===== src/rtl/alu_seq_ctrl.sv =====
// Sequencer that latches one ALU request, drives a registered external ALU, and captures its result.
// Optional ALU_SEQ_DIVZERO_TRAP_EN: divide by zero completes at once with err instead of being issued.
module alu_seq_ctrl #(
  parameter int unsigned MD_LAT = 4
) (
  input  logic        clk,
  input  logic        clr,
  input  logic        req_valid,
  output logic        req_ready,
  input  logic [4:0]  req_op,
  input  logic [31:0] req_a,
  input  logic [31:0] req_b,
  output logic [31:0] alu_a,
  output logic [31:0] alu_b,
  output logic [4:0]  alu_op,
  input  logic [63:0] alu_c,
  output logic [31:0] hi_out,
  output logic [31:0] lo_out,
  output logic        done,
  output logic        err,
  output logic        busy
);

  localparam logic [4:0] OP_MUL = 5'b00011;
  localparam logic [4:0] OP_DIV = 5'b00100;

  typedef enum logic [1:0] {S_IDLE, S_ISSUE, S_WAIT, S_WB} state_t;

  state_t      r_state, w_next;
  logic [4:0]  r_op;
  logic [31:0] r_a, r_b;
  logic [3:0]  r_cnt;
  logic        r_err;
  logic        w_accept, w_legal, w_trap, w_md, w_drive;
  logic [3:0]  w_lat_m1;

  assign w_accept = req_valid && req_ready;
  assign w_legal  = (req_op != 5'b00000) && !req_op[4];
`ifdef ALU_SEQ_DIVZERO_TRAP_EN
  assign w_trap   = (req_op == OP_DIV) && (req_b == 32'd0);
`else
  assign w_trap   = 1'b0;
`endif
  assign w_md     = (r_op == OP_MUL) || (r_op == OP_DIV);
  assign w_lat_m1 = w_md ? 4'(MD_LAT - 1) : 4'd0;

  always_comb begin
    w_next = r_state;
    case (r_state)
      S_IDLE:  if (w_accept) w_next = (w_legal && !w_trap) ? S_ISSUE : S_WB;
      S_ISSUE: w_next = S_WAIT;
      S_WAIT:  if (r_cnt == 4'd0) w_next = S_WB;
      S_WB:    w_next = S_IDLE;
      default: w_next = S_IDLE;
    endcase
  end

  always_ff @(posedge clk or negedge clr) begin
    if (!clr) r_state <= S_IDLE;
    else      r_state <= w_next;
  end

  always_ff @(posedge clk or negedge clr) begin
    if (!clr) begin
      r_op   <= '0;
      r_a    <= '0;
      r_b    <= '0;
      r_cnt  <= '0;
      r_err  <= 1'b0;
      hi_out <= '0;
      lo_out <= '0;
    end else begin
      if (r_state == S_IDLE && w_accept) begin
        r_op  <= req_op;
        r_a   <= req_a;
        r_b   <= req_b;
        r_err <= !w_legal || w_trap;
      end
      if (r_state == S_ISSUE) r_cnt <= w_lat_m1;
      // alu_c is valid on the last WAIT cycle; only mul/div own the high half
      if (r_state == S_WAIT) begin
        if (r_cnt == 4'd0) begin
          lo_out <= alu_c[31:0];
          if (w_md) hi_out <= alu_c[63:32];
        end else begin
          r_cnt <= r_cnt - 4'd1;
        end
      end
    end
  end

  assign w_drive   = (r_state == S_ISSUE) || (r_state == S_WAIT);
  assign alu_op    = w_drive ? r_op : 5'd0;
  assign alu_a     = w_drive ? r_a  : 32'd0;
  assign alu_b     = w_drive ? r_b  : 32'd0;
  assign req_ready = (r_state == S_IDLE);
  assign busy      = (r_state != S_IDLE);
  assign done      = (r_state == S_WB);
  assign err       = done && r_err;

endmodule


===== config.mk =====
export PLATFORM = sky130hd
export DESIGN_NAME = alu_seq_ctrl
export DESIGN_NICKNAME = d
export VERILOG_FILES = /design/src/rtl/alu_seq_ctrl.sv
export SDC_FILE = /design/constraint.sdc
export NUM_CORES = 1
export LEC_CHECK = 0
export CORE_MARGIN = 3
export CORE_UTILIZATION = 38
export CTS_CLUSTER_DIAMETER = 150
export DETAILED_ROUTE_END_ITERATION = 8
export GPL_ROUTABILITY_DRIVEN = 0
export PLACE_DENSITY = 0.77
export SYNTH_ARGS = -nofsm -noshare
export SYNTH_HDL_FRONTEND = slang
export SYNTH_SLANG_ARGS = --single-unit

===== constraint.sdc =====
create_clock -name clk -period 1.6 [get_ports clk]
set_input_delay 0.32 -clock clk [delete_from_list [all_inputs] [get_ports clk]]
set_output_delay 0.32 -clock clk [all_outputs]
set_load 0.05 [all_outputs]

# Yosys cells after proc, flatten, opt, wreduce, memory -nomap -nowiden
# Index checks and enable logic that the tools add are counted.
classes:
  n_addsub: 1
  n_eq_ne: 7
  muxes: 11
  reduce_logical: 15
ops:
  columns: ["cell", "count"]
  rows:
  - ["two-way mux 32 bit", 2]
  - ["two-way mux 4 bit", 3]
  - ["two-way mux 2 bit", 4]
  - ["case mux 2 bit (4 select lines)", 1]
  - ["equality test 5 x 2 -> 1 bit, second input constant", 1]
  - ["equality test 5 x 3 -> 1 bit, second input constant", 1]
  - ["two-way mux 5 bit", 1]
  - ["nonzero test 5 bit", 1]
  - ["equality test 2 bit, second input constant", 2]
  - ["logical AND 1 bit", 4]
  - ["zero test 4 bit", 1]
  - ["AND reduction 2 bit", 2]
  - ["subtractor 4 x 1 -> 4 bit, second input constant", 1]
  - ["AND reduction 3 bit", 1]
  - ["equality test 2 x 1 -> 1 bit, second input constant", 1]
  - ["zero test 1 bit", 2]
  - ["zero test 2 bit", 1]
  - ["logical OR 1 bit", 2]
  - ["inequality test 2 x 1 -> 1 bit, second input constant", 1]
  - ["inequality test 2 bit, second input constant", 1]
  - ["nonzero test 2 bit", 1]
totals:
  regBits: 140
  in_bits: 136
  output_inout_bits: 137
  word_cells: 42

# Logic depth before layout (Yosys ltp)
# Gate-level depths: netlist of the first run.
logic_depth:
  depth_word: 6
  depth_mapped: 7
  ltp_nobuf: 5

# Worst setup path after synthesis of the first run
# No wires, ideal clock.
synth_path:
  kind: "reg-to-reg"
  startpoint: "register r_state[0]"
  endpoint: "register r_a[27]"
  setup_ps: 125
  arrival_ps: 1779
  t_required_ps: 1475
  slack_ps: -304
  stages_incl_launch_ff: 6
  n_path_buf: 1
  period_less_slack_ps: 1904
  cell_sequence: "dfrtp_1 > inv_1 > ha_1 > nand2_1 > clkbuf_1 > mux2_2"
synth_via:
  elab_chain_cells: 3
synth_rtl:
  columns: ["element", "line_no", "text"]
  rows:
  - ["from (decl)", "29", "state_t r_state, w_next;"]
  - ["from (signal assigned)", "60", "else r_state <= w_next;"]
  - ["zero test 2 bit *", "96", "assign req_ready = (r_state == S_IDLE);"]
  - ["named net req_ready", "9", "output logic req_ready,"]
  - ["logical AND 1 bit", "37", "assign w_accept = req_valid && req_ready;"]
  - ["logical AND 1 bit *", "73", "if (r_state == S_IDLE && w_accept) begin"]
  - ["to (signal assigned)", "75", "r_a <= req_a;"]
  - ["to (decl)", "31", "logic [31:0] r_a, r_b;"]
# The timed path passes the listed nets; every way through them passes the cells marked *.
# A chain may end at the register's enable or synchronous reset.

# Final worst setup path of the first run
layout_path:
  startpoint: "register r_state[0]"
  endpoint: "output alu_b[20]"
layout_via:
  elab_chain_cells: 3
  word_cells_on_any_way: 4
  cone_classes: "2 x eq/ne; 1 x mux; 1 x reduce/logical"
layout_rtl:
  columns: ["element", "line_no", "text"]
  rows:
  - ["equality test 2 x 1 -> 1 bit / equality test 2 bit (equally long branches)", "92", "assign w_drive = (r_state == S_ISSUE) || (r_state == S_WAIT);"]
  - ["logical OR 1 bit *", "92", null]
  - ["two-way mux 32 bit *", "95", "assign alu_b = w_drive ? r_b : 32'd0;"]
  - ["to (decl)", "14", "output logic [31:0] alu_b,"]
# Every way passes the cells marked *; elsewhere a longest branch is shown, timed or not.

==> impl_metrics.toml, run 1 <==
[clock_tree]
clock_latency_ps = 410
clk_path_buf_depth = 2
clk_pin_slew_ps = 60
h-tree-depth = 4
ctsRootBufferMaster = "clkbuf_16"
cts_sinks = 140
cts_tree = "done"
cts_buffers = 17

[critical_path]
cp_max_fo = 18
cp-end-kind = "output port"
r2r_cells = 8
r2r-end = "hi_out[26]$_DFFE_PN0P_"
cp.arrival_ps = 1670
timing.critical_path.mode_cell = "buf_12"
endpoint = "alu_b[20]"
r2r-start = "r_state[0]$_DFFE_PN0P_"
slowest_stage = "dfrtp_1"
critical_path_class = "reg -> out"
critical-path-max-stage-delay_ps = 390
crit_start = "r_state[0]$_DFFE_PN0P_"
crit_required_ps = 1280
cp_cell_sequence = "inv_2 -> ha_4 -> buf_12 -> and2_2 -> buf_12"
startpoint_type = "flip-flop"
rrSetupSlack_ps = -260

[logic_synthesis]
syn_nets = 553
ys_seq_area_share_pct = 58.2
yosysTopAreaCellShare_pct = 58.2
synth_top_area_cell = "dfrtp_1"
ys_top_cells_by_area = "dfrtp_1 58%, mux2_2 19%, mux2_4 7.5%, and2_1 7.3%, ha_1 1.2%"
netlist_area_mm2 = 0.00602
synth_cell_type_count = 34
synth_area_per_cell_um2 = 14.7
synth_common_cells = "140 x dfrtp_1, 103 x mux2_2, 70 x and2_1"
yosysMostFrequentCell = "dfrtp_1"
yosys_register_bits = 140
synth_ff_type = "dfrtp_1"
synthArstFlopShare_pct = 100
synthCells = 411
synth_edf_count = 0
yosysWarnings = 0

[global_routing]
gr-usage-met3_pct = 10.7
grt-ovfl-total = 0
gr-usage-met1_pct = 21.3
grt_pass1_vias = 5048
grt_usage_pct = 20.1
antenna_found_initial = 0
use_met2_pct = 35.5
grt_pass1_wl_um = 27700
gr-max-usage-layer = "met2"
grt_max_degree = 40

[sta]
final.setup.worst_slack_ps = -389
final_max_slew_viol_count = 0
final_hold_viol_count = 0
finalSetupViolations = 135
skew_ps = 7.58
finalCriticalPeriod_ps = 1990
timing.slew.headroom_pct = 75.0
worstMarginPinSlew_ps = 374
worst_hold_slack_ps = 375
max_freq_mhz = 503
finalCritPeriodShare_pct = 124
rsz0062_at_grt = "yes"

[drt]
drc = 0
wl_per_cell_um = 18.4
routed_wirelength_um = 17500
dr.pass1.iters = 4
drtIter0Drc = 100
via_per_inst = 4.68
ant_nets = 0
vias = 4449

[job]
maxCapViolCount = 0

[placed_design]
io_buffers = 272
hpwl_um = 12700

[finish]
finalNetCount = 869
n_antenna_cell = 0
final_core_util_pct = 71.7
drive_gt1_share_pct = 58.9
area_growth_pct = 82.8

[floorplan]
die_h_um = 132
fp-row-count = 45
start_util_pct = 39.2
dieArea_mm2 = 0.0174
die_width_um = 132
core_area_mm2 = 0.0154
io_pins = 273

[min_path]
hp-class = "in -> async"

[outcome]
outcome = "finished, violations left"
violations = "negative setup slack"
[cell families after synthesis]
group                    synth area share [%]
flip-flops                               58.2
multiplexers                             27.1
AND/OR/NAND/NOR                          8.99
buffers and inverters                    2.43
AO/OA/AOI/OAI                            2.12
adder cells (fa/ha/maj)                  1.25
[through the flow]
step / cell area [um^2] / setup TNS [ps] / std cells / setup WS [ps]
detailed placement: 9940 / -13550 / 904 / -187
global route: 11000 / -43710 / 951 / -462
floorplan: 6160 / -6430 / 411 / -66.9
finish: 11000 / -34190 / 951 / -389
global placement: 9940 / -8310 / 904 / -134
CTS: 10900 / -41700 / 949 / -412
[per-layer routing]
metal	wire length (um)	vias to the layer above	share of wire, %
met4	194	0	1.1
met5	0	-	0
li1	-	2053	-
met2	9170	181	52
met1	6320	2201	36
met3	1810	14	10
[worst max-delay path, delay by kind of cell, from the launching register on]
family	cells	cell delay, ps
simple gates	1	210
flops	1	390
buf+inv	3	410
fa+ha+maj	1	250
[worst min-delay path by stage]
stage | from | end | slack (ps) | cells past startpoint
after CTS | clr | r_b[3]$_DFFE_PN0P_ | 370 | 2
after global routing | clr | r_b[3]$_DFFE_PN0P_ | 390 | 2
final | clr | r_b[3]$_DFFE_PN0P_ | 380 | 2
after floorplan | clr | hi_out[0]$_DFFE_PN0P_ | 20 | 0
after global placement | clr | r_b[3]$_DFFE_PN0P_ | 250 | 1
after detailed placement | clr | r_b[3]$_DFFE_PN0P_ | 250 | 1
[state kept, by name, summed over array words and instances (netlist names)]
name	flops
r_b	32
lo_out	32
hi_out	32
r_op	5
r_cnt	4
r_a	32
r_state	2
r_err	1
[area by class of cell]
class,count,area [um^2]
repair buffers,320,3930
clock buffers,19,453
clock inverters,13,115
fillers,980,4360
multi-input cells,242,2730
flip-flops and latches,140,3500
inverters,6,22.5
well taps,211,264
[placed cells by master, fill, tap and decap left out, types with 9 or more instances in the layout]
cell type        Yosys  layout
dfrtp_1            140     140
buf_12               0      85
and2_4               0      59
buf_4                1      85
mux2_4              30      62
mux2_2             103      71
and2_2               0      11
clkbuf_16            0      18
clkdlybuf4s50_1      0     134
buf_6                3       9
[repair_timing]
item / in CTS / in global routing
buffers inserted: 8 / 8
hold endpoints to repair: 29 / 0
gates cloned: 5 / 0
hold buffers: 1 / 0
gates resized for setup: 53 / 60
endpoints found under the setup margin: 139 / 139
pin swaps: 4 / 14
Power of run 1 is left out: the tool's default activity adds up to more than one toggle a clock period on the data nets, which glitch-free logic cannot reach.
==> inputs of run 2 (changes only) <==
--- a/config.mk
+++ b/config.mk
@@ -8,3 +8,3 @@
 export CORE_MARGIN = 3
-export CORE_UTILIZATION = 38
+export CORE_UTILIZATION = 40
 export CTS_CLUSTER_DIAMETER = 150
@@ -12,3 +12,3 @@
 export GPL_ROUTABILITY_DRIVEN = 0
-export PLACE_DENSITY = 0.77
+export PLACE_DENSITY = 0.78
 export SYNTH_ARGS = -nofsm -noshare
==> constraint.sdc (replaced) <==
create_clock -name clk -period 2.55 [get_ports clk]
set_input_delay 0.51 -clock clk [delete_from_list [all_inputs] [get_ports clk]]
set_output_delay 0.51 -clock clk [all_outputs]
set_load 0.005 [all_outputs]
==> run 2 against run 1 <==
Against the previous run:
- the run now ends clean
- setup slack gained 420 ps
- core utilization is 3.6 points lower
- clock skew shrank 2.6 ps
- via count decreased by 1.7%
- critical endpoint is now alu_a[18]
- first-iteration DRC count is 20% higher
- worst hold slack got worse by 290 ps
- critical path depth rose by 1
- critical path type unchanged
- die area shrank 4.8%
==> impl_metrics.toml, run 2 (synthesis gave the netlist of run 1 again) <==
[power_and_ir_drop]
vdd_drop_max_v = 0.000697
power_leakage_nw = 4.87
p_per_area_mw_per_mm2 = 1380

[finish]
final_core_util_pct = 68.0
final_area_mm2 = 0.00996
finalNetCount = 851
area_growth_pct = 65.4
drive_gt1_share_pct = 29.8
final_common_cell = "clkdlybuf4s50_1"
n_antenna_cell = 0
mostFrequentLayoutCells = "210 x clkdlybuf4s50_1, 140 x dfrtp_1, 103 x mux2_2"

[clock_tree]
ctsRootBufferMaster = "clkbuf_16"
clk_path_buf_depth = 2
h-tree-depth = 4
clock_latency_ps = 410
cts_sinks = 140
clk_pin_slew_ps = 60
cts_tree = "done"
cts_buffers = 17

[critical_path]
r2r-start = "r_state[1]$_DFFE_PN0P_"
critical_path_class = "reg -> out"
slowest_stage = "clkdlybuf4s50_1"
cp-end-kind = "output port"
critical-path-max-stage-delay_ps = 500
cp_cell_sequence = "inv_2 -> ha_4 -> buf_6 -> buf_8 -> and2_1 -> clkdlybuf4s50_1"
crit_required_ps = 2040
r2r_cells = 7
cp_max_fo = 7
startpoint_type = "flip-flop"
cp.arrival_ps = 2010
crit_start = "r_state[1]$_DFFE_PN0P_"

[sta]
final.setup.worst_slack_ps = 30.0
max_freq_mhz = 397
final_max_slew_viol_count = 0
rsz0062_at_grt = "yes"
timing.slew.headroom_pct = 59.0
final_hold_viol_count = 0
worstMarginPinSlew_ps = 612
finalCritPeriodShare_pct = 98.8
finalCriticalPeriod_ps = 2520
finalSetupViolations = 0
worst_hold_slack_ps = 88.8
setup_tns_ps = 0
skew_ps = 4.95

[min_path]
hp-class = "in -> async"

[global_routing]
grt-ovfl-total = 0
antenna_found_initial = 0
grt_pass1_wl_um = 24800
grt_usage_pct = 19.3
grt_pass1_vias = 4858
grt_max_degree = 64

[floorplan]
core_area_mm2 = 0.0146
io_pins = 273
start_util_pct = 41.1
fp-row-count = 44
die_width_um = 129
die_h_um = 129
dieArea_mm2 = 0.0166

[placed_design]
hpwl_um = 11100
pre_cts_ws_ps = 250
io_buffers = 272
placed_cell_area_mm2 = 0.00900

[drt]
drtIter0Drc = 120
wl_per_cell_um = 18.3
ant_nets = 0
vias = 4373
drc = 0
via_per_inst = 4.83
dr.pass1.iters = 4
routed_wirelength_um = 16500

[job]
maxCapViolCount = 0

[outcome]
outcome = "finished clean"
## run 2: cell count changes in the layout (fill, tap and decap cells not counted), moves of 13 or more
cell             previous run  this run
mux2_2                     71       103
and2_1                      0        69
and2_4                     59         1
clkbuf_2                    0        13
buf_4                      85        15
buf_12                     85         7
dlymetal6s2s_1              0        37
clkdlybuf4s50_1           134       210
mux2_4                     62        30
## run 2: final timing paths
check	end	slack (ps)
worst max-delay path	alu_a[18]	30
worst min-delay path	r_a[18]$_DFFE_PN0P_	90
worst max register to register	hi_out[0]$_DFFE_PN0P_	410
worst min register to register	r_err$_DFFE_PN0P_	490
max in group asynchronous	r_b[3]$_DFFE_PN0P_	1790
min in group clk	r_err$_DFFE_PN0P_	490
## run 2: area by class of cell
type / instances / area [um^2]
Clock buffer: 20 / 457
Clock inverter: 11 / 214
Fill cell: 970 / 4680
Inverter: 6 / 22.5
Multi-Input combinational cell: 242 / 2390
Sequential cell: 140 / 3500
Tap cell: 184 / 230
Timing Repair Buffer: 302 / 3140
## run 2: routing by layer
layer	wire, um	global-route usage [%]	up-vias
met4	378	7.66	0
met1	6440	22.5	2149
met3	1420	8.22	27
met5	0	0	-
met2	8300	31.5	192
li1	-	-	2005
## run 2: report_power, final
part	total [W]	switching (W)	leakage [nW]	internal (W)
sequential	0.00400	0.000629	1.66	0.00337
combinational	0.00698	0.00240	2.89	0.00458
clock	0.00279	0.000908	0.323	0.00188
## run 2: worst max-delay path: cells and delay by family (launching register included)
| family | cells | cell delay (ps) |
|---|---|---|
| buffers and inverters | 4 | 820 |
| adders and majority gates | 1 | 290 |
| and+or+nand+nor | 1 | 120 |
| DFF | 1 | 370 |
## run 2: stage by stage
step / std cells / total power (W)
floorplan: 411 / 0.00670
global placement: 853 / 0.0102
detailed placement: 853 / 0.0104
CTS: 887 / 0.0133
global route: 905 / 0.0146
finish: 905 / 0.0138
## run 2: timing repair
item | in CTS | in global routing
buffers inserted | 2 | 12
setup endpoints to repair | 69 | 45
resized for setup | 30 | 70
gates cloned | 1 | 6
hold buffers | 0 | 0
pin swaps | 1 | 1
(Power assumes the default switching activity.)
==> inputs of run 3 (changes only) <==
- PLACE_DENSITY: 0.78 -> 0.82
==> run 3 against run 2 <==
Against the previous run:
- combinational power down 6.7%
- register-to-register slack barely moved
- critical path depth is 1 lower
- via count shrank 0.91%
- die area is the same
- setup slack gained 30 ps
- flip-flop and latch count stayed put
- total power shrank 4.1%
- maximum frequency increased by 1.2%
- first-iteration DRC count grew 15%
==> impl_metrics.toml, run 3 (synthesis gave the netlist of run 1 again) <==
[outcome]
outcome = "finished clean"

[sta]
final.setup.worst_slack_ps = 60.4
setup_tns_ps = 0
finalCritPeriodShare_pct = 97.6
worstMarginPinSlew_ps = 806
finalCriticalPeriod_ps = 2490
worst_hold_slack_ps = 495
timing.slew.headroom_pct = 46.0
finalSetupViolations = 0
final_hold_viol_count = 0
max_freq_mhz = 402
skew_ps = 8.81
final_max_slew_viol_count = 0

[finish]
ff_latch_area_mm2 = 0.00350
n_antenna_cell = 0
final_common_cell = "clkdlybuf4s50_1"
multi_input_area_mm2 = 0.00239
finalNetCount = 841
area_growth_pct = 61.9
fillers = 1032
mostFrequentLayoutCells = "218 x clkdlybuf4s50_1, 140 x dfrtp_1, 103 x mux2_2"
drive_gt1_share_pct = 26.8

[clock_tree]
cts_tree = "done"
h-tree-depth = 4
clk_path_buf_depth = 2
cts_sinks = 140
cts_buffers = 17
clk_pin_slew_ps = 60
ctsRootBufferMaster = "clkbuf_16"
clock_latency_ps = 410

[power_and_ir_drop]
p_int_w = 0.00940
vdd_drop_max_v = 0.000842
power_leakage_nw = 4.41
power.share.clock_pct = 20.6
p_comb_share_pct = 49.3
sw_frac_of_total_pct = 28.8
p_per_area_mw_per_mm2 = 1350
p_sw_w = 0.00381
seqPwrFrac_pct = 30.1

[placed_design]
pre_cts_ws_ps = 245
io_buffers = 272
hpwl_um = 11000

[global_routing]
grt-ovfl-total = 0
grt_max_degree = 80
grt_pass1_wl_um = 24800
antenna_found_initial = 0
grt_pass1_vias = 4865
grt_usage_pct = 19.2

[critical_path]
crit_start = "r_state[0]$_DFFE_PN0P_"
r2r-start = "r_state[1]$_DFFE_PN0P_"
rrSetupSlack_ps = 420
slowest_stage = "clkdlybuf4s50_1"
critical_path_class = "reg -> out"
crit_required_ps = 2040
path_depth = 5
cp_top_family = "buffers and inverters"
cp_max_fo = 14
startpoint_type = "flip-flop"
r2r_cells = 7
cp-end-kind = "output port"
r2r-end = "hi_out[20]$_DFFE_PN0P_"
critical-path-max-stage-delay_ps = 500
path_buf_inv = 3
cp_cell_sequence = "inv_2 -> ha_4 -> buf_16 -> and2_1 -> clkdlybuf4s50_1"
cp.arrival_ps = 1980

[drt]
drtIter0Drc = 138
wl_per_cell_um = 17.6
via_per_inst = 4.84
dr.pass1.iters = 4
routed_wirelength_um = 15800
drc = 0
vias = 4333
ant_nets = 0

[min_path]
min_to = "r_a[7]$_DFFE_PN0P_"
hold_depth = 1
hp-class = "reg -> reg"
holdCritStartpoint = "r_a[7]$_DFFE_PN0P_"

[floorplan]
dieArea_mm2 = 0.0166
die_width_um = 129
start_util_pct = 41.1
io_pins = 273
core_area_mm2 = 0.0146
die_h_um = 129
fp-row-count = 44

[job]
maxCapViolCount = 0
## run 3: cell types whose count changed in the layout (fill, tap and decap cells not counted), moves of 3 or more
cell	previous run	this run
clkbuf_2	13	0
clkdlybuf4s50_1	210	218
dlymetal6s2s_1	37	2
buf_4	15	9
dlygate4sd2_1	10	51
clkbuf_16	20	17
## run 3: cell type report
cell class	instances	area share, %
timing repair buffer	292	30.3
clock inverter	13	2.18
sequential	140	35.9
inverter	6	0.231
multi-input combinational	242	24.5
clock buffer	19	4.54
tap	184	2.36
## run 3: worst max-delay path by stage
stage	endpoint
final	alu_b[20]
after global routing	alu_b[7]
after CTS	alu_b[20]
after detailed placement	alu_op[2]
after global placement	alu_a[29]
after floorplan	hi_out[10]$_DFFE_PN0P_
## run 3: worst register-to-register path, stage by stage (launching register included)
cell      delay (ps)
dfrtp_1          380
buf_4            140
buf_4            130
ha_1             190
and4bb_1         250
o211ai_4         340
buf_12           270
mux2_4           330
## run 3: per-stage QoR
step | instances | area [um^2] | total power, W | util (%)
CTS | 894 | 9730 | 0.0133 | 66.4
global placement | 853 | 8990 | 0.0102 | 61.4
floorplan | 411 | 6020 | 0.00670 | -
global route | 896 | 9750 | 0.0140 | 66.6
detailed placement | 853 | 8990 | 0.0104 | 61.4
finish | 896 | 9750 | 0.0132 | 66.6
## run 3: repair_timing
item | in CTS | in global routing
pin swaps | 1 | 1
endpoints found under the setup margin | 69 | 18
endpoints found under the hold margin | 23 | 0
hold buffers | 1 | 0
gates cloned | 3 | 0
buffers inserted | 5 | 2
resized for setup | 58 | 5
## run 3: power by group through the flow
stage,registers (W),logic (W),clock network (W)
3_3_place_gp,0.00395,0.00624,0
2_1_floorplan,0.00389,0.00280,0
3_5_place_dp,0.00401,0.00639,0
4_1_cts,0.00398,0.00660,0.00277
5_1_grt,0.00411,0.00703,0.00288
6_report,0.00397,0.00651,0.00272
## run 3: routing by layer
layer	wire length [um]	part of all wire, %	vias to the layer above	track usage (%)
met3	1390	8.8	16	7.68
met1	5890	37	2143	21.5
met2	8250	52	182	33.5
met5	0	0	-	0
li1	-	-	1992	-
met4	224	1.4	0	6.18
